`config.mk`:
```
export PLATFORM = sky130hd
export DESIGN_NAME = key_scan_ctrl
export DESIGN_NICKNAME = d
export VERILOG_FILES = /design/src/rtl/key_scan_ctrl.sv
export SDC_FILE = /design/constraint.sdc
export NUM_CORES = 1
export LEC_CHECK = 0
export ABC_AREA = 1
export CORE_UTILIZATION = 50
export CTS_CLUSTER_DIAMETER = 150
export CTS_CLUSTER_SIZE = 28
export DETAILED_ROUTE_END_ITERATION = 6
export PLACE_DENSITY = 0.69
export SETUP_SLACK_MARGIN = 0.2
export SLEW_MARGIN = 10
export SYNTH_ARGS = -nofsm -noshare
export SYNTH_HDL_FRONTEND = slang
export SYNTH_SLANG_ARGS = --single-unit
```
`constraint.sdc`:
```
create_clock -name clk -period 2.06 [get_ports clk]
set_input_delay 0.412 -clock clk [delete_from_list [all_inputs] [get_ports clk]]
set_output_delay 0.412 -clock clk [all_outputs]
set_load 0.02 [all_outputs]
```
`src/rtl/key_scan_ctrl.sv`:
```
// key_scan_ctrl: strobes a 16-key matrix through a 4-to-16 decoder, samples
// the shared return line once per key, debounces over whole scan frames and
// reports one event per debounced key press.
module key_scan_ctrl #(
  parameter int unsigned DWELL    = 4,
  parameter int unsigned DEBOUNCE = 3
) (
  input  logic       clk,
  input  logic       rst,
  input  logic       scan_en,
  input  logic       sense,
  output logic [3:0] addr,
  output logic       dec_en,
  output logic       key_valid,
  output logic [3:0] key_code,
  output logic       key_held
);

  localparam int unsigned DW_W  = (DWELL > 1) ? $clog2(DWELL) : 1;
  localparam int unsigned CNT_W = $clog2(DEBOUNCE + 1);
  localparam logic [DW_W-1:0]  DWELL_LAST = DW_W'(DWELL - 1);
  localparam logic [CNT_W-1:0] CNT_MAX    = CNT_W'(DEBOUNCE);

  typedef enum logic {
    S_IDLE = 1'b0,
    S_SCAN = 1'b1
  } state_t;

  state_t           r_state;
  logic [DW_W-1:0]  r_dwell;
  logic [3:0]       r_addr;
  logic             r_dec_en;
  logic             r_key_valid;
  logic [3:0]       r_key_code;
  logic             r_key_held;
  logic             r_hit_valid;
  logic [3:0]       r_hit_addr;
  logic             r_cand_valid;
  logic [3:0]       r_cand;
  logic [CNT_W-1:0] r_cnt;

  logic             w_sample;
  logic             w_frame_end;
  logic             w_res_valid;
  logic [3:0]       w_res_addr;
  logic             w_same;
  logic             w_key_lost;
  logic [CNT_W-1:0] w_next_cnt;

  // Sample point is the edge ending the last dwell cycle of an address;
  // the frame closes on the sample point of address 15.
  assign w_sample    = (r_state == S_SCAN) && (r_dwell == DWELL_LAST);
  assign w_frame_end = w_sample && (r_addr == 4'hF);

  // Frame result: earliest latched hit, else the address-15 sample itself.
  assign w_res_valid = r_hit_valid || sense;
  assign w_res_addr  = r_hit_valid ? r_hit_addr : r_addr;
  assign w_same      = r_cand_valid && w_res_valid && (w_res_addr == r_cand);
  assign w_key_lost  = r_key_held && (!w_res_valid || (w_res_addr != r_key_code));

  // Match count after this frame's evaluation (saturates at DEBOUNCE).
  always_comb begin
    w_next_cnt = '0;
    if (w_same) begin
      w_next_cnt = (r_cnt < CNT_MAX) ? r_cnt + 1'b1 : r_cnt;
    end else if (w_res_valid) begin
      w_next_cnt = CNT_W'(1);
    end
  end

  // Scan sequencer, per-frame hit latch and debounce/report state.
  always_ff @(posedge clk) begin
    if (rst) begin
      r_state      <= S_IDLE;
      r_dwell      <= '0;
      r_addr       <= 4'd0;
      r_dec_en     <= 1'b0;
      r_key_valid  <= 1'b0;
      r_key_code   <= 4'd0;
      r_key_held   <= 1'b0;
      r_hit_valid  <= 1'b0;
      r_hit_addr   <= 4'd0;
      r_cand_valid <= 1'b0;
      r_cand       <= 4'd0;
      r_cnt        <= '0;
    end else begin
      r_key_valid <= 1'b0;
      case (r_state)
        S_IDLE: begin
          if (scan_en) begin
            r_state     <= S_SCAN;
            r_dec_en    <= 1'b1;
            r_addr      <= 4'd0;
            r_dwell     <= '0;
            r_hit_valid <= 1'b0;
          end
        end
        S_SCAN: begin
          if (!scan_en) begin
            // Abort: drop the partial frame and debounce state, keep key_code.
            r_state      <= S_IDLE;
            r_dec_en     <= 1'b0;
            r_addr       <= 4'd0;
            r_dwell      <= '0;
            r_hit_valid  <= 1'b0;
            r_cand_valid <= 1'b0;
            r_cand       <= 4'd0;
            r_cnt        <= '0;
            r_key_held   <= 1'b0;
          end else if (!w_sample) begin
            r_dwell <= r_dwell + 1'b1;
          end else begin
            r_dwell <= '0;
            r_addr  <= r_addr + 4'd1;
            if (w_frame_end) begin
              r_hit_valid  <= 1'b0;
              r_cand_valid <= w_res_valid;
              r_cand       <= w_res_valid ? w_res_addr : 4'd0;
              r_cnt        <= w_next_cnt;
              if ((w_next_cnt == CNT_MAX) && !r_key_held) begin
                r_key_valid <= 1'b1;
                r_key_code  <= w_res_addr;
                r_key_held  <= 1'b1;
              end else if (w_key_lost) begin
                r_key_held <= 1'b0;
              end
            end else if (sense && !r_hit_valid) begin
              r_hit_valid <= 1'b1;
              r_hit_addr  <= r_addr;
            end
          end
        end
        default: r_state <= S_IDLE;
      endcase
    end
  end

  assign addr      = r_addr;
  assign dec_en    = r_dec_en;
  assign key_valid = r_key_valid;
  assign key_code  = r_key_code;
  assign key_held  = r_key_held;

endmodule

```
==> results of run 1 <==
==> registers in the layout (all words and copies together), names as in the netlist, 2 cells and up <==
register / count
r_cnt: 2
r_dwell: 2
r_hit_addr: 4
r_cand: 4
key_code: 4
addr: 4
==> layout make-up <==
class	count	share of cell area, %
Multi-Input combinational cell	146	46.1
Sequential cell	26	32.3
Timing Repair Buffer	18	10.5
Inverter	28	6.59
Tap cell	30	2.30
Clock buffer	4	2.22
==> synth_stat cells, drive strengths merged <==
master | count | share of area (%)
buf | 2 | 1.2
a211oi | 2 | 1.1
nand3 | 16 | 6.0
nand2 | 54 | 15
a22oi | 1 | 0.53
xnor2 | 1 | 0.62
xor2 | 4 | 2.5
dfxtp | 26 | 37
clkbuf | 3 | 0.80
ha | 4 | 3.6
nand4 | 2 | 0.89
nor2 | 28 | 9.1
a21oi | 17 | 6.0
inv | 26 | 7.1
a31oi | 1 | 0.44
nor3 | 3 | 3.0
o21ai | 11 | 3.9
clkinv | 2 | 0.53
nor4 | 1 | 0.44
or2 | 1 | 0.44
==> power groups by stage <==
stage	clock network (mW)	registers [mW]	logic [mW]
2_1_floorplan	0	0.527	0.0479
3_3_place_gp	0	0.526	0.0722
3_5_place_dp	0	0.526	0.0738
4_1_cts	0.277	0.515	0.0745
5_1_grt	0.292	0.516	0.0843
6_report	0.272	0.515	0.0746
==> layer usage <==
layer / track usage (%) / vias to the layer above
met3: 5.74 / 7
met2: 36.7 / 35
met1: 31.3 / 601
li1: - / 689
met4: 8.33 / 0
met5: 0 / -
==> final timing paths <==
check / start / end / slack (ps) / cells after the start
setup / recovery: addr[2] / addr[2] / 240 / 1
hold / removal: r_dwell[1] / r_dwell[1] / 480 / 2
setup reg to reg: r_dwell[0] / key_code[1] / 380 / 9
hold reg to reg: r_dwell[1] / r_dwell[1] / 480 / 2
==> tightest hold or removal path, delay by kind of cell, from the launching register on <==
family	cells	cell delay, ps
compound gates	1	50
simple gates	1	50
flops	1	350
==> cells in the final DEF, fill, tap and decap left out, drive strengths merged <==
master,instances
a21oi,17
or2,1
a211oi,2
buf,4
nor3,3
o21ai,11
nor4,1
nand2,54
nand4,2
clkbuf,4
nor2,28
clkdlybuf4s50,12
xor2,4
clkinv,2
a22oi,1
nand3,16
dlygate4sd2,1
xnor2,1
dlymetal6s2s,1
inv,26
a31oi,1
ha,4
dfxtp,26
==> cells by family (layout without fill, tap and decap cells) <==
family | after synthesis | after routing | share of synthesized area [%]
flip-flops | 26 | 26 | 36.9
AND/OR/NAND/NOR | 105 | 105 | 34.8
adder cells (fa/ha/maj) | 4 | 4 | 3.55
buffers and inverters | 33 | 50 | 9.59
AO/OA/AOI/OAI | 32 | 32 | 12.0
XOR/XNOR | 5 | 5 | 3.11
==> timing repair <==
item / CTS / global route
endpoints found under the hold margin: 0 / 0
resized for setup: 2 / 4
hold buffers: 0 / 0
endpoints found under the setup margin: 5 / 11
setup buffers: 0 / 1
pin swaps: 0 / 1
==> through the flow <==
stage / total power, mW / setup WS (ps) / util (%) / std cells / instance area (µm²)
after floorplan: 0.575 / 338 / - / 205 / 1410
after global placement: 0.598 / 101 / 61.6 / 247 / 1580
after detailed placement: 0.600 / 24.5 / 61.6 / 247 / 1580
after CTS: 0.867 / 211 / 63.0 / 251 / 1620
after global routing: 0.892 / 197 / 63.6 / 252 / 1630
final: 0.861 / 244 / 63.6 / 252 / 1630
==> flow_summary_export.csv, run 1 <==
group,metric,value,unit
routing,met2_length,1340,µm
cts,insertion_delay,340,ps
global_routing,grt_first_pass_wirelength,4970,µm
logic_synthesis,yosysSeqAreaShare,36.9,%
routing,firstDrtPassIters,5,
global_routing,grt_usage,23.5,%
worst_setup_path,crit_required,1650,ps
worst_setup_path,worst_setup_path_start_kind,"flip-flop",
floorplanning,core-area,0.00257,mm²
finish,multi_input_area,753,µm²
logic_synthesis,avgSynthCellArea,6.87,µm²
cts,clk_path_buf_depth,2,
floorplanning,die-area,0.00303,mm²
finish,area_growth,15.9,%
power,ir_drop,0.000513,V
routing,avgViaCountPerCell,5.29,
logic_synthesis,synth_nets,213,
routing,top_layer,"met4",
cts,htree_levels,1,
cts,cts_tree,"yes",
timing,fmax,0.551,GHz
timing,rsz0062_at_grt,"false",
floorplanning,floorplan.initialDensity,54.9,%
min_path,hp-class,"flip-flop to flip-flop",
cts,cts_root_buf,"clkbuf_4",
power,pwr-share-seq,59.8,%
timing,finalMaxSlewViolations,0,
finish,antenna_cells,0,
timing,period_share,88.2,%
logic_synthesis,ys_types,29,
routing,wl_met3,164,µm
power,p_sw,0.216,mW
worst_setup_path,endpoint_kind,"output pin",
floorplanning,io_pins,15,
worst_setup_path,path_delay_family,"buffers and inverters",
logic_synthesis,syn_area,0.00141,mm²
timing,fin_skew,10.3,ps
finish,nets,231,
worst_setup_path,critical_path_buf_inv_count,1,
floorplanning,die_w,55.1,µm
global_routing,grt_max_degree,15,
finish,seqCellArea,527,µm²
routing,drt_iter0_drc,27,
outcome,status,"finished, final reports clean",
worst_setup_path,crit_fanout,5,
power,pwr-share-clk,31.5,%
routing,wl_per_cell,12.0,µm
power,p_comb_share,8.7,%
timing,hold_viol_final,0,
floorplanning,die_h,55.1,µm
placement,routabilityCongestion,0.858,
floorplanning,rows,18,
timing,setup_viol,0,
worst_setup_path,path_class,"flip-flop to output pin",
timing,post-route-min-period,1820,ps
worst_setup_path,cp_slowest_cell,"clkdlybuf4s50_1",
power,p_leak,0.689,nW
placement,port_buffers,14,
logic_synthesis,syn_inst,205,
worst_setup_path,slowest_delay,630,ps
cts,cts_buffers,3,
global_routing,overflow,0,
cts,cts_sinks,26,
finish,fill_cells,238,
power,p_int,0.645,mW
finish,drive_gt1_share,12.6,%
timing,timing.hold.ws,479,ps
worst_setup_path,worst_ep_arrival_time,1400,ps
global_routing,grt_pass1_vias,1113,
routing,wirelength,3040,µm
routing,met1_length,1470,µm
timing,relSlewSlack,76.4,%
routing,drcViolationCount,0,
timing,worst_pin_slew,353,ps
job,cap_violations,0,
routing,ant_nets,0,
logic_synthesis,ys_seq_elements,26,
power,swShare,25.1,%
timing,fin_setup_tns,0,ps
power,pwr_density_cell,527,mW/mm²
routing,via_count,1332,
worst_setup_path,path_cells,"clkdlybuf4s50_1",
global_routing,antenna_found_initial,0,
cts,clk_pin_slew_worst_paths,150,ps
logic_synthesis,yosysWarnings,0,
placement,dp_hpwl,2300,µm
(Power assumes the default switching activity.)
==> run 2: changes to the inputs <==
--- a/config.mk
+++ b/config.mk
@@ -6,11 +6,11 @@
 export NUM_CORES = 1
 export LEC_CHECK = 0
 export ABC_AREA = 1
-export CORE_UTILIZATION = 50
+export CORE_UTILIZATION = 45
 export CTS_CLUSTER_DIAMETER = 150
 export CTS_CLUSTER_SIZE = 28
 export DETAILED_ROUTE_END_ITERATION = 6
-export PLACE_DENSITY = 0.69
+export PLACE_DENSITY = 0.63
 export SETUP_SLACK_MARGIN = 0.2
 export SLEW_MARGIN = 10
 export SYNTH_ARGS = -nofsm -noshare
==> run 2 against run 1 <==
Effect of this change:
- cell area up 1.9%
- clock skew rose by 2.8 ps
- routed wire length decreased by 2.3%
- core utilization down 5.3 points
- non-clock buffer count grew 2
- die area up 11%
- global-route usage down 4.3 points
- largest power group unchanged
- the flow now finishes with violations (DRC)
- sequential power hardly changed
- cell count is 1.2% higher
- combinational power is 2.8% higher
- flip-flop and latch count unchanged
==> flow_summary_export.csv, run 2 (same netlist as run 1, synthesis figures left out) <==
group,metric,value,unit
outcome,status,"finished with violations",
outcome,failed_checks,"DRC",
routing,avgViaCountPerCell,5.14,
cts,cts_sinks,26,
routing,firstDrtPassIters,6,
cts,cts_buffers,3,
placement,place_area,0.00159,mm²
power,p_leak,0.706,nW
worst_setup_path,worst_ep_arrival_time,1380,ps
timing,hold_viol_final,0,
routing,drt_iter0_drc,46,
floorplanning,rows,19,
worst_setup_path,path_delay_family,"buffers and inverters",
routing,via_count,1310,
routing,wl_per_cell,11.6,µm
worst_setup_path,crit_cells,1,
floorplanning,die_w,58.0,µm
timing,rsz0062_at_grt,"false",
cts,cts_tree,"yes",
timing,fin_skew,13.1,ps
global_routing,grt_max_degree,16,
timing,relSlewSlack,76.7,%
worst_setup_path,worst_setup_path_start_kind,"flip-flop",
timing,fmax,0.557,GHz
placement,dp_hpwl,2350,µm
floorplanning,die-area,0.00336,mm²
worst_setup_path,crit_fanout,5,
worst_setup_path,path_class,"flip-flop to output pin",
cts,cts_root_buf,"clkbuf_4",
timing,finalMaxSlewViolations,0,
floorplanning,core-area,0.00285,mm²
worst_setup_path,path_cells,"clkdlybuf4s50_1",
worst_setup_path,slowest_delay,630,ps
placement,routabilityCongestion,0.815,
timing,fin_setup_tns,0,ps
worst_setup_path,critical_path_buf_inv_count,1,
placement,port_buffers,14,
cts,htree_levels,1,
global_routing,antenna_found_initial,0,
routing,drcViolationCount,2,
finish,final_cell_mix,"nand2_1 (51), dfxtp_1 (24), nor2_1 (23)",
power,pwr_density_cell,565,mW/mm²
timing,post-route-min-period,1800,ps
timing,worst_pin_slew,348,ps
floorplanning,die_h,58.0,µm
routing,wirelength,2970,µm
finish,final_common_cell,"nand2_1",
finish,drive_gt1_share,12.9,%
finish,antenna_cells,0,
finish,area_growth,18.1,%
timing,period_share,87.2,%
job,cap_violations,0,
global_routing,overflow,0,
global_routing,grt_first_pass_wirelength,5000,µm
min_path,min_path_cells,2,
global_routing,grt_usage,19.2,%
global_routing,grt_pass1_vias,1113,
floorplanning,floorplan.initialDensity,49.4,%
worst_setup_path,endpoint_kind,"output pin",
cts,insertion_delay,330,ps
timing,timing.hold.ws,478,ps
cts,clk_path_buf_depth,2,
power,ir_drop,0.000487,V
worst_setup_path,cp_slowest_cell,"clkdlybuf4s50_1",
min_path,hp-class,"flip-flop to flip-flop",
routing,ant_nets,0,
cts,clk_pin_slew_worst_paths,150,ps
timing,setup_viol,0,
worst_setup_path,crit_required,1650,ps
finish,fill_cells,284,
finish,nets,233,
worst_setup_path,worstRegToRegCells,9,
finish,fin_area,0.00166,mm²
floorplanning,io_pins,15,
-- run 2: through the flow --
step	instances	setup slack, ps	util (%)	total power [mW]
6_report	255	264	58.3	0.941
5_1_grt	255	208	58.3	0.977
4_1_cts	253	200	57.5	0.950
3_5_place_dp	249	-8.84	55.7	0.601
3_3_place_gp	249	68.1	55.7	0.600
2_1_floorplan	205	338	-	0.575
-- run 2: path summary, 6_finish.rpt --
path                   end     startpoint  slack, ps
max                addr[2]        addr[2]        260
min          r_hit_addr[0]  r_hit_addr[0]        480
max reg2reg    key_code[2]        addr[1]        400
min reg2reg  r_hit_addr[0]  r_hit_addr[0]        480
-- run 2: power breakdown --
group | leakage [nW] | switching [mW] | internal (mW) | total, mW
sequential | 0.211 | 0.00584 | 0.507 | 0.513
clock | 0.0279 | 0.154 | 0.197 | 0.351
combinational | 0.467 | 0.0477 | 0.0290 | 0.0767
-- run 2: timing repair --
action / CTS / global route
hold endpoints to repair: 0 / 0
pin swaps: 0 / 2
setup buffers: 0 / 2
resized for setup: 1 / 4
setup endpoints to repair: 1 / 13
hold buffers: 0 / 0
-- run 2: layer usage --
layer,GRT usage [%],wire [µm],vias up
met2,27.6,1250,33
li1,-,-,694
met1,28.8,1520,579
met3,4.91,152,4
met5,0,0,-
met4,4.76,38,0
-- run 2: layout make-up --
class / count / area [µm²] / share of cell area [%]
Timing Repair Buffer: 20 / 186 / 11.2
Clock buffer: 3 / 22.5 / 1.35
Multi-Input combinational cell: 146 / 753 / 45.3
Sequential cell: 26 / 526 / 31.6
Inverter: 28 / 108 / 6.47
Clock inverter: 1 / 30.0 / 1.80
Tap cell: 31 / 38.8 / 2.33
